$ cat src/rtl/tdm_channel_mixer.sv
// tdm_channel_mixer: scans CHANNELS time-multiplexed voice slots once per
// frame, scales each slot by a runtime-writable per-channel gain (with mute),
// accumulates, applies a master attenuation shift and emits one mixed sample.
// Build option: define MIXER_SATURATE_EN to clamp the final sample instead of
// wrapping it to SAMPLE_W bits.
module tdm_channel_mixer #(
    parameter int CHANNELS     = 8,
    parameter int SAMPLE_W     = 16,
    parameter int GAIN_W       = 8,
    parameter int MASTER_SHIFT = 3
) (
    input  logic                        CLK,
    input  logic                        RESET,
    input  logic                        FRAME_START,
    output logic [$clog2(CHANNELS)-1:0] SLOT,
    output logic                        SLOT_VALID,
    input  logic signed [SAMPLE_W-1:0]  SAMPLE_IN,
    input  logic [CHANNELS-1:0]         MUTE,
    input  logic                        GAIN_WE,
    input  logic [$clog2(CHANNELS)-1:0] GAIN_ADDR,
    input  logic [GAIN_W-1:0]           GAIN_DATA,
    output logic signed [SAMPLE_W-1:0]  OUT,
    output logic                        OUT_VALID,
    output logic                        BUSY,
    output logic                        OVERRUN
);

    localparam int SW     = $clog2(CHANNELS);
    localparam int ACC_W  = SAMPLE_W + SW;
    localparam int PROD_W = SAMPLE_W + GAIN_W + 1;
    localparam logic [SW-1:0] LAST_SLOT = SW'(CHANNELS - 1);

`ifdef MIXER_SATURATE_EN
    localparam logic signed [ACC_W-1:0] SAT_MAX = $signed({{(SW + 1){1'b0}}, {(SAMPLE_W - 1){1'b1}}});
    localparam logic signed [ACC_W-1:0] SAT_MIN = $signed({{(SW + 1){1'b1}}, {(SAMPLE_W - 1){1'b0}}});
`endif

    typedef enum logic [1:0] {
        IDLE  = 2'd0,
        SCAN  = 2'd1,
        DRAIN = 2'd2,
        DONE  = 2'd3
    } state_t;

    state_t state_q;
    state_t state_d;

    logic [GAIN_W-1:0]          gain_tbl [CHANNELS];
    logic signed [SAMPLE_W-1:0] prod_p0;
    logic signed [SAMPLE_W-1:0] prod_p1;
    logic                       vld_p1;
    logic signed [ACC_W-1:0]    acc_p2;

    // Signed sample times unsigned gain, floored back to SAMPLE_W (gain < 1 so it cannot overflow).
    function automatic logic signed [SAMPLE_W-1:0] scale_sample(
        input logic signed [SAMPLE_W-1:0] smp,
        input logic [GAIN_W-1:0]          g
    );
        logic signed [PROD_W-1:0] m;
        m = $signed({{(GAIN_W + 1){smp[SAMPLE_W-1]}}, smp}) * $signed({{(SAMPLE_W + 1){1'b0}}, g});
        m = m >>> GAIN_W;
        return m[SAMPLE_W-1:0];
    endfunction

    // Master attenuation followed by either clamping or legacy two's-complement wrap.
    function automatic logic signed [SAMPLE_W-1:0] fit(input logic signed [ACC_W-1:0] v);
        logic signed [ACC_W-1:0] s;
        s = v >>> MASTER_SHIFT;
`ifdef MIXER_SATURATE_EN
        if (s > SAT_MAX)
            return SAT_MAX[SAMPLE_W-1:0];
        else if (s < SAT_MIN)
            return SAT_MIN[SAMPLE_W-1:0];
        else
            return s[SAMPLE_W-1:0];
`else
        return s[SAMPLE_W-1:0];
`endif
    endfunction

    assign SLOT_VALID = (state_q == SCAN);
    assign BUSY       = (state_q != IDLE);

    // Slot read: gain lookup and mute applied to the sample presented this cycle.
    always_comb begin
        prod_p0 = '0;
        if (!MUTE[SLOT])
            prod_p0 = scale_sample(SAMPLE_IN, gain_tbl[SLOT]);
    end

    // Next-state logic for the frame sequencer.
    always_comb begin
        state_d = state_q;
        case (state_q)
            IDLE:    if (FRAME_START) state_d = SCAN;
            SCAN:    if (SLOT == LAST_SLOT) state_d = DRAIN;
            DRAIN:   state_d = DONE;
            DONE:    state_d = IDLE;
            default: state_d = IDLE;
        endcase
    end

    // Gain table: reset to full scale, written at any time, read sees the pre-write value.
    always_ff @(posedge CLK) begin
        if (RESET) begin
            for (int i = 0; i < CHANNELS; i++)
                gain_tbl[i] <= '1;
        end else if (GAIN_WE) begin
            gain_tbl[GAIN_ADDR] <= GAIN_DATA;
        end
    end

    // Sequencer state, product/accumulate pipeline and output register.
    always_ff @(posedge CLK) begin
        if (RESET) begin
            state_q   <= IDLE;
            SLOT      <= '0;
            prod_p1   <= '0;
            vld_p1    <= 1'b0;
            acc_p2    <= '0;
            OUT       <= '0;
            OUT_VALID <= 1'b0;
            OVERRUN   <= 1'b0;
        end else begin
            state_q   <= state_d;
            OUT_VALID <= 1'b0;
            OVERRUN   <= FRAME_START && (state_q != IDLE);
            case (state_q)
                IDLE: begin
                    if (FRAME_START) begin
                        acc_p2 <= '0;
                        SLOT   <= '0;
                        vld_p1 <= 1'b0;
                    end
                end
                SCAN: begin
                    prod_p1 <= prod_p0;
                    vld_p1  <= 1'b1;
                    if (vld_p1)
                        acc_p2 <= acc_p2 + $signed({{SW{prod_p1[SAMPLE_W-1]}}, prod_p1});
                    if (SLOT != LAST_SLOT)
                        SLOT <= SLOT + 1'b1;
                end
                DRAIN: begin
                    acc_p2 <= acc_p2 + $signed({{SW{prod_p1[SAMPLE_W-1]}}, prod_p1});
                    vld_p1 <= 1'b0;
                end
                DONE: begin
                    OUT       <= fit(acc_p2);
                    OUT_VALID <= 1'b1;
                end
                default: ;
            endcase
        end
    end

endmodule

$ cat config.mk
export PLATFORM = sky130hd
export DESIGN_NAME = tdm_channel_mixer
export DESIGN_NICKNAME = d
export VERILOG_FILES = /design/src/rtl/tdm_channel_mixer.sv
export SDC_FILE = /design/constraint.sdc
export NUM_CORES = 1
export LEC_CHECK = 0
export BUFFER_PORTS_ARGS = -buffer_cell sky130_fd_sc_hd__buf_2
export CORE_ASPECT_RATIO = 0.7
export CORE_MARGIN = 1.5
export CORE_UTILIZATION = 60
export DETAILED_ROUTE_END_ITERATION = 6
export PLACE_DENSITY_LB_ADDON = 0.3
export SKIP_CTS_REPAIR_TIMING = 1
export SLEW_MARGIN = 0
export SYNTH_ARGS = -nofsm -noshare
export SYNTH_HDL_FRONTEND = slang
export SYNTH_SLANG_ARGS = --single-unit
$ cat constraint.sdc
create_clock -name CLK -period 16.7 [get_ports CLK]
set_input_delay 2.505 -clock CLK [delete_from_list [all_inputs] [get_ports CLK]]
set_output_delay 2.505 -clock CLK [all_outputs]
set_load 0.01 [all_outputs]
==> flow_summary.ini, run 1 <==
[finish]
drive_gt1_share_pct = 11.7
layout.cells.non_filler = 1288
layout.nets = 1257
synthToLayoutAreaGrowth_pct = 10.5
n_fill_cell = 1268
antennaDiodeCount = 0

[sta]
final-hold-violation-count = 0
slew_violations = 0
final-setup-viol-count = 0
min_period_ns = 7.30
period_share_pct = 43.7
max_freq_ghz = 0.137
fin_ws_ns = 9.40
fin_worst_skew_ns = 0.00737
slew_headroom_pct = 20.5
worstMarginPinSlew_ns = 1.17
rsz0062_at_grt = false
tns_ns = 0

[clock_network]
clock_path_buffers = 2
path_clk_slew_ns = 0.06
cts.sinks = 126
cts_root_buf = clkbuf_16
clock_latency_ns = 0.41
htree_levels = 4
cts_buffers = 17
cts_tree = done

[logic_synthesis]
syn-cell-area_mm2 = 0.0102
synth_top_area_share_pct = 19.7
syn_avg_cell_area_um2 = 10.2
ys_types = 57
synth_edf_count = 64
yosysTopAreaCell = fa_1
yosysMostFrequentCell = inv_1
synth_common_cells = 150 x inv_1, 101 x nand2_1, 100 x fa_1
synth-seq-cells = 126
ys_top_cells_by_area = fa_1 20%, edfxtp_1 19%, dfxtp_1 12%, ha_1 8.2%, inv_1 5.5%
async_flop_share_pct = 0
yosysWarnings = 0
synth-seq-area-share_pct = 31.1
synth_ff_type = edfxtp_1
synthCells = 999
synth_nets = 1205

[routing]
vias = 7218
ant_nets = 0
routedWlPerCell_um = 16.9
firstDrtPassIters = 5
drc = 0
finalWirelength_um = 21800
drt_iter0_drc = 703
viasPerCell = 5.60

[place]
io_buffers = 61
dpl.cell_count = 1257
routabilityCongestion = 0.845
pre_cts_ws_ns = 9.18
dpl.hpwl_um = 16400

[floorplan]
design.die.area_mm2 = 0.0178
core_area_mm2 = 0.0164
die_x_um = 159
initial_core_util_pct = 61.8
ios = 62
die_h_um = 112
fp-row-count = 39

[global_routing]
grt_pass1_vias = 7391
grt_pass1_wl_um = 37300
grt_max_degree = 61
overflow = 0
grt_usage_pct = 27.1
antenna_found_initial = 0

[worst_setup_path]
reg2reg_depth = 21
path_class = reg -> reg
crit_fanout = 16
start_kind = flop
worstPathRequired_ns = 17.00
critPathArrivalTime_ns = 7.60
critPathCaptureType = flop

[hold_path]
min_path_cells = 2
hold_path.class = reg -> reg

[status]
outcome = complete, no violations

[job]
drv_cap = 0
final timing paths:
kind / start / slack, ns / end
setup reg to reg: flop / 9.40 / prod_p1[14]
hold / removal: acc_p2[0] / 0.46 / acc_p2[0]
setup / recovery: flop / 9.40 / prod_p1[14]
hold reg to reg: acc_p2[0] / 0.46 / acc_p2[0]
critical path, cell delays in order (launching register included):
cell	delay, ns
dfxtp_1	0.98
mux4_2	0.65
mux2i_2	0.92
nor2b_1	0.12
ha_1	0.33
inv_1	0.05
fa_1	0.52
inv_1	0.06
fa_1	0.55
inv_1	0.06
fa_1	0.54
inv_1	0.05
ha_1	0.34
nand3_1	0.15
nor4_1	0.35
nand4b_2	0.16
a31oi_2	0.33
a31o_4	0.22
a211oi_1	0.08
or3_1	0.39
xnor2_1	0.13
a22o_1	0.19
registers in the layout, indices dropped and copies added, names as in the netlist, named ones only:
signal     count
gain_tbl      64
acc_p2        19
OUT           16
prod_p1       16
SLOT           3
state_q        2
OUT_VALID      1
OVERRUN        1
vld_p1         1
cell families after synthesis:
logic type | Yosys count | synth area share (%)
compound gates | 104 | 7.22
flops | 126 | 31.1
xor+xnor | 34 | 2.93
mux | 46 | 6.90
fa+ha+maj | 167 | 27.9
buf+inv | 183 | 6.87
simple gates | 339 | 17.0
per-stage QoR:
stage	hold slack, ns	area, µm²	util, %
after floorplan	0.426	10200	-
after global placement	0.444	10700	64.8
after detailed placement	0.452	10700	64.8
after CTS	0.459	11200	68.3
after global routing	0.481	11200	68.3
final	0.456	11200	68.3
routing by layer:
layer	GRT usage [%]	routed length (µm)	vias up	part of all wire, %
met5	0	0	-	0
met4	5.73	286	0	1.3
met3	6.15	1430	30	6.6
met2	39.6	9390	240	43
met1	41.6	10600	3560	49
li1	-	-	3388	-
layout make-up:
type	instances	area, µm²	area share [%]
flip-flops and latches	126	3160	28.1
multi-input cells	690	6310	56.2
well taps	225	282	2.50
clock buffers	18	429	3.82
inverters	151	567	5.04
repair buffers	65	335	2.98
clock inverters	13	149	1.32
cells in the final DEF (no fill, tap or decap), types with 5 or more instances in the layout:
cell type  instances
nand3_1           17
dfxtp_1           62
inv_1            150
edfxtp_1          64
clkbuf_16         17
and2_1            24
or3_1             13
nor2_1            55
or2_1             36
a21o_1            11
nor2b_1           34
mux4_2            18
nand2_1          101
a21oi_1           31
nor3_1             7
nand2b_1          33
a22o_1            12
xor2_1            10
xnor2_1           24
fa_1             100
o21ai_0            6
ha_1              67
mux2i_1           19
o41ai_1            5
o21bai_1           5
nand3b_1           5
buf_2             61
a22oi_1           11
Power of run 1 is left out: the tool's default activity adds up to more than one toggle a clock period on the data nets, which glitch-free logic cannot reach.
==> run 2, diff against run 1 <==
==> constraint.sdc (replaced) <==
create_clock -name CLK -period 6.72 [get_ports CLK]
set_input_delay 1.008 -clock CLK [delete_from_list [all_inputs] [get_ports CLK]]
set_output_delay 1.008 -clock CLK [all_outputs]
set_load 0.01 [all_outputs]
==> run 2 against run 1 <==
  * Worst hold slack better by 0.0058 ns
  * Sequential share of layout area down 0.081 points
  * Critical path depth stayed put
  * Critical endpoint is now prod_p1[15]
  * Maximum frequency increased by 14%
  * Via count grew 0.19%
  * Core utilization rose by 0.20 points
  * Sequential cell count is the same
  * Highest routed layer unchanged
  * Die area stayed put
==> flow_summary.ini, run 2 (synthesis results as in run 1) <==
[place]
placed_area_mm2 = 0.0107
io_buffers = 61
dpl.hpwl_um = 17400
routabilityCongestion = 0.930
pre_cts_ws_ns = 0.301

[worst_setup_path]
crit_fanout = 16
critPathArrivalTime_ns = 6.72
worstPathRequired_ns = 7.03
critPathCaptureType = flop
reg2reg_depth = 21
setup.worst_path.end = prod_p1[15]
path_class = reg -> reg
reg2reg_to = prod_p1[15]
start_kind = flop
reg2reg_setup_slack_ns = 0.31

[sta]
worstMarginPinSlew_ns = 1.28
holdWs_ns = 0.462
max_freq_ghz = 0.156
final-setup-viol-count = 0
fin_ws_ns = 0.311
period_share_pct = 95.4
min_period_ns = 6.41
slew_violations = 0
fin_worst_skew_ns = 0.0120
slew_headroom_pct = 14.4
final-hold-violation-count = 0

[floorplan]
ios = 62
die_x_um = 159
initial_core_util_pct = 61.8
core_area_mm2 = 0.0164
fp-row-count = 39
die_h_um = 112
design.die.area_mm2 = 0.0178

[clock_network]
clock_path_buffers = 2
path_clk_slew_ns = 0.06
cts_tree = done
cts.sinks = 126
clock_latency_ns = 0.42
cts_buffers = 17
htree_levels = 4
cts_root_buf = clkbuf_16

[routing]
drt_iter0_drc = 623
ant_nets = 0
drc = 0
finalWirelength_um = 22800
viasPerCell = 5.59
routedWlPerCell_um = 17.7
firstDrtPassIters = 5
vias = 7232

[finish]
seq_area_mm2 = 0.00316
drive_gt1_share_pct = 11.9
top_regs = gain_tbl x64, acc_p2 x19
final_common_cell = inv_1
layout.nets = 1261
largest_reg_flops = 64
synthToLayoutAreaGrowth_pct = 10.9
design_area_mm2 = 0.0113
n_fill_cell = 1279
final_cell_mix = 150 x inv_1, 101 x nand2_1, 100 x fa_1
multi_input_area_mm2 = 0.00631
antennaDiodeCount = 0
top_register = gain_tbl

[global_routing]
antenna_found_initial = 0
grt_pass1_wl_um = 38600
grt_usage_pct = 28.7
overflow = 0
grt_pass1_vias = 7388
grt_max_degree = 61

[status]
outcome = complete, no violations

[hold_path]
hold_path.class = reg -> reg

[job]
drv_cap = 0
[run 2: cell types whose count changed in the layout (fill, tap and decap cells not counted), sizes merged]
cell / previous run / this run
clkinv: 7 / 8
buf: 65 / 69
inv: 151 / 152
bufinv: 3 / 2
clkinvlp: 3 / 4
clkbuf: 18 / 17
[run 2: metrics by stage]
step                utilization (%)  setup TNS (ns)  cells
finish                         68.5               0   1293
global placement               65.0               0   1261
CTS                            68.5               0   1293
global route                   68.5        -0.00193   1293
floorplan                         -               0    999
detailed placement             65.0               0   1261
[run 2: final cells by class]
class | count | share of cell area [%]
Multi-Input combinational cell | 690 | 56.0
Sequential cell | 126 | 28.1
Inverter | 151 | 5.03
Clock buffer | 17 | 3.77
Timing Repair Buffer | 69 | 3.39
Tap cell | 225 | 2.50
Clock inverter | 15 | 1.30
[run 2: worst min path at each step]
stage	endpoint	cells past startpoint	slack, ns	startpoint
after floorplan	prod_p1[4]	2	0.43	prod_p1[4]
after global placement	acc_p2[0]	2	0.44	acc_p2[0]
after detailed placement	acc_p2[2]	2	0.46	acc_p2[2]
after CTS	acc_p2[2]	2	0.47	acc_p2[2]
after global routing	acc_p2[2]	2	0.49	acc_p2[2]
final	acc_p2[2]	2	0.46	acc_p2[2]
[run 2: critical path, stage by stage (launching register included)]
cell	delay [ns]
dfxtp_1	0.34
buf_6	0.22
mux4_2	0.53
mux2_2	0.43
nand2_1	0.14
fa_1	0.44
fa_1	0.50
inv_1	0.06
fa_1	0.55
inv_1	0.07
fa_1	0.54
inv_1	0.05
ha_1	0.34
nand3_1	0.16
nor4_1	0.39
nand4b_2	0.17
a31oi_2	0.33
a31o_4	0.22
a211oi_1	0.08
o41ai_1	0.40
xnor2_1	0.11
a22o_1	0.20
[run 2: metal layers]
layer | global-route usage, % | part of all wire (%) | routed length, µm | vias up
li1 | - | - | - | 3396
met1 | 44.8 | 49 | 11100 | 3515
met2 | 40.3 | 42 | 9600 | 296
met3 | 6.50 | 8.2 | 1880 | 25
met4 | 7.04 | 1.1 | 255 | 0
met5 | 0 | 0 | 0 | -
Power of run 2 is left out for the same reason.
==> run 3, diff against run 2 <==
--- a/config.mk
+++ b/config.mk
@@ -9,6 +9,7 @@
 export CORE_ASPECT_RATIO = 0.7
 export CORE_MARGIN = 1.5
 export CORE_UTILIZATION = 60
+export CTS_BUF_LIST = sky130_fd_sc_hd__clkbuf_2
 export DETAILED_ROUTE_END_ITERATION = 6
 export PLACE_DENSITY_LB_ADDON = 0.3
 export SKIP_CTS_REPAIR_TIMING = 1
==> run 3 against run 2 <==
  * Critical path type unchanged
  * Via count shrank 0.25%
  * Clock skew increased by 0.025 ns
  * Register-to-register slack improved by 0.03 ns
  * Largest cell class unchanged
  * Non-clock buffer count grew 2
  * Die area unchanged
  * Critical endpoint unchanged
  * First-iteration DRC count fell by 10%
  * Routed wire length decreased by 0.93%
  * Design area decreased by 2.9%
  * Critical path depth is the same
  * Worst hold slack improved by 0.016 ns
  * Sequential cell count unchanged
  * Setup slack improved by 0.031 ns
==> flow_summary.ini, run 3 (synthesis results as in run 1) <==
[status]
outcome = complete, no violations

[routing]
viasPerCell = 5.57
finalWirelength_um = 22600
firstDrtPassIters = 5
ant_nets = 0
drt_iter0_drc = 558
vias = 7214
routedWlPerCell_um = 17.5
drc = 0

[global_routing]
grt_use_met3_pct = 7.20
grt_pass1_wl_um = 37800
antenna_found_initial = 1
grt_max_degree = 61
busiest_layer = met1
gr-usage-met1_pct = 44.3
grt_usage_pct = 28.3
grt_pass1_vias = 7271
overflow = 0
grt_use_met2_pct = 39.2

[clock_network]
cts_tree = done
htree_levels = 4
cts.sinks = 126
clock_path_buffers = 2
path_clk_slew_ns = 0.20
cts_root_buf = clkbuf_2
clock_latency_ns = 0.74
cts_buffers = 17

[worst_setup_path]
path_class = reg -> reg
start_kind = flop
critPathCaptureType = flop
crit_top_cell = fa_1
crit_fanout = 16
crit_path_top_delay_cell = mux4_2
crit_family = adder cells
slowest_delay_ns = 0.55
crit_path_cell_trace = buf_4 -> mux4_2 -> mux2_2 -> nand2_1 -> fa_1 -> fa_1 -> inv_1 -> fa_1 -> inv_1 -> fa_1 -> inv_1 -> ha_1 -> nand3_1 -> nor4_1 -> nand4b_2 -> a31oi_2 -> a31o_4 -> a211oi_1 -> o41ai_1 -> xnor2_1 -> a22o_1
critPathArrivalTime_ns = 7.04
worstPathRequired_ns = 7.39
crit_buf_inv = 4

[sta]
worstMarginPinSlew_ns = 1.25
final-setup-viol-count = 0
tns_ns = 0
rsz0062_at_grt = false
holdWs_ns = 0.478
fin_worst_skew_ns = 0.0370
period_share_pct = 94.9
max_freq_ghz = 0.157
slew_violations = 0
min_period_ns = 6.38
slew_headroom_pct = 16.6
final-hold-violation-count = 0

[floorplan]
fp-row-count = 39
ios = 62
die_h_um = 112
die_x_um = 159
core_area_mm2 = 0.0164
design.die.area_mm2 = 0.0178
initial_core_util_pct = 61.8

[finish]
largest_reg_flops = 64
synthToLayoutAreaGrowth_pct = 7.64
final_common_cell = inv_1
final_cell_mix = 150 x inv_1, 101 x nand2_1, 100 x fa_1
n_fill_cell = 1334
top_register = gain_tbl
drive_gt1_share_pct = 12.1
layout.cells.non_filler = 1296
top_regs = gain_tbl x64, acc_p2 x19
layout.nets = 1263

[place]
dpl.cell_count = 1261
io_buffers = 61
routabilityCongestion = 0.930
dpl.hpwl_um = 17400

[job]
drv_cap = 0

[hold_path]
hold_path.class = reg -> reg
min_from = acc_p2[2]
run 3: changes by cell type in the layout (fill, tap and decap cells not counted):
| cell | change |
|---|---|
| diode_2 | +1 |
| clkbuf_2 | +17 |
| clkbuf_16 | -17 |
| buf_4 | +3 |
| buf_6 | -1 |
run 3: layer usage:
| layer | up-vias | part of all wire (%) |
|---|---|---|
| li1 | 3401 | - |
| met1 | 3503 | 48 |
| met2 | 292 | 42 |
| met3 | 18 | 8.9 |
| met4 | 0 | 1.0 |
| met5 | - | 0 |
run 3: layout make-up:
class / instances / area (µm²) / area share, %
well taps: 225 / 282 / 2.57
repair buffers: 71 / 393 / 3.59
diodes: 1 / 2.50 / 0.0229
clock buffers: 17 / 85.1 / 0.777
flip-flops and latches: 126 / 3160 / 28.9
clock inverters: 15 / 146 / 1.34
multi-input cells: 690 / 6310 / 57.6
inverters: 151 / 567 / 5.18
run 3: metrics by stage:
stage / worst slack (ns) / area (µm²) / utilization, %
after global placement: 0.469 / 10700 / 65.0
after detailed placement: 0.301 / 10700 / 65.0
final: 0.342 / 10900 / 66.6
after global routing: 0.00179 / 10900 / 66.6
after CTS: 0.296 / 10900 / 66.5
after floorplan: 0.286 / 10200 / -
run 3: path summary, 6_finish.rpt:
path,cells past startpoint,end,slack [ns]
max,21,prod_p1[15],0.34
min,2,acc_p2[2],0.48
max reg2reg,21,prod_p1[15],0.34
min reg2reg,2,acc_p2[2],0.48
run 3: worst register-to-register path: cells and delay by family, from the launching register on:
kind	cells	cell delay (ns)
adders and majority gates	5	2.37
AOI/OAI and AO/OA	5	1.19
muxes	2	0.98
and+or+nand+nor	4	0.87
buffers and inverters	4	0.46
DFF	1	0.36
xor gates and xnor gates	1	0.11
Power of run 3 is left out for the same reason.
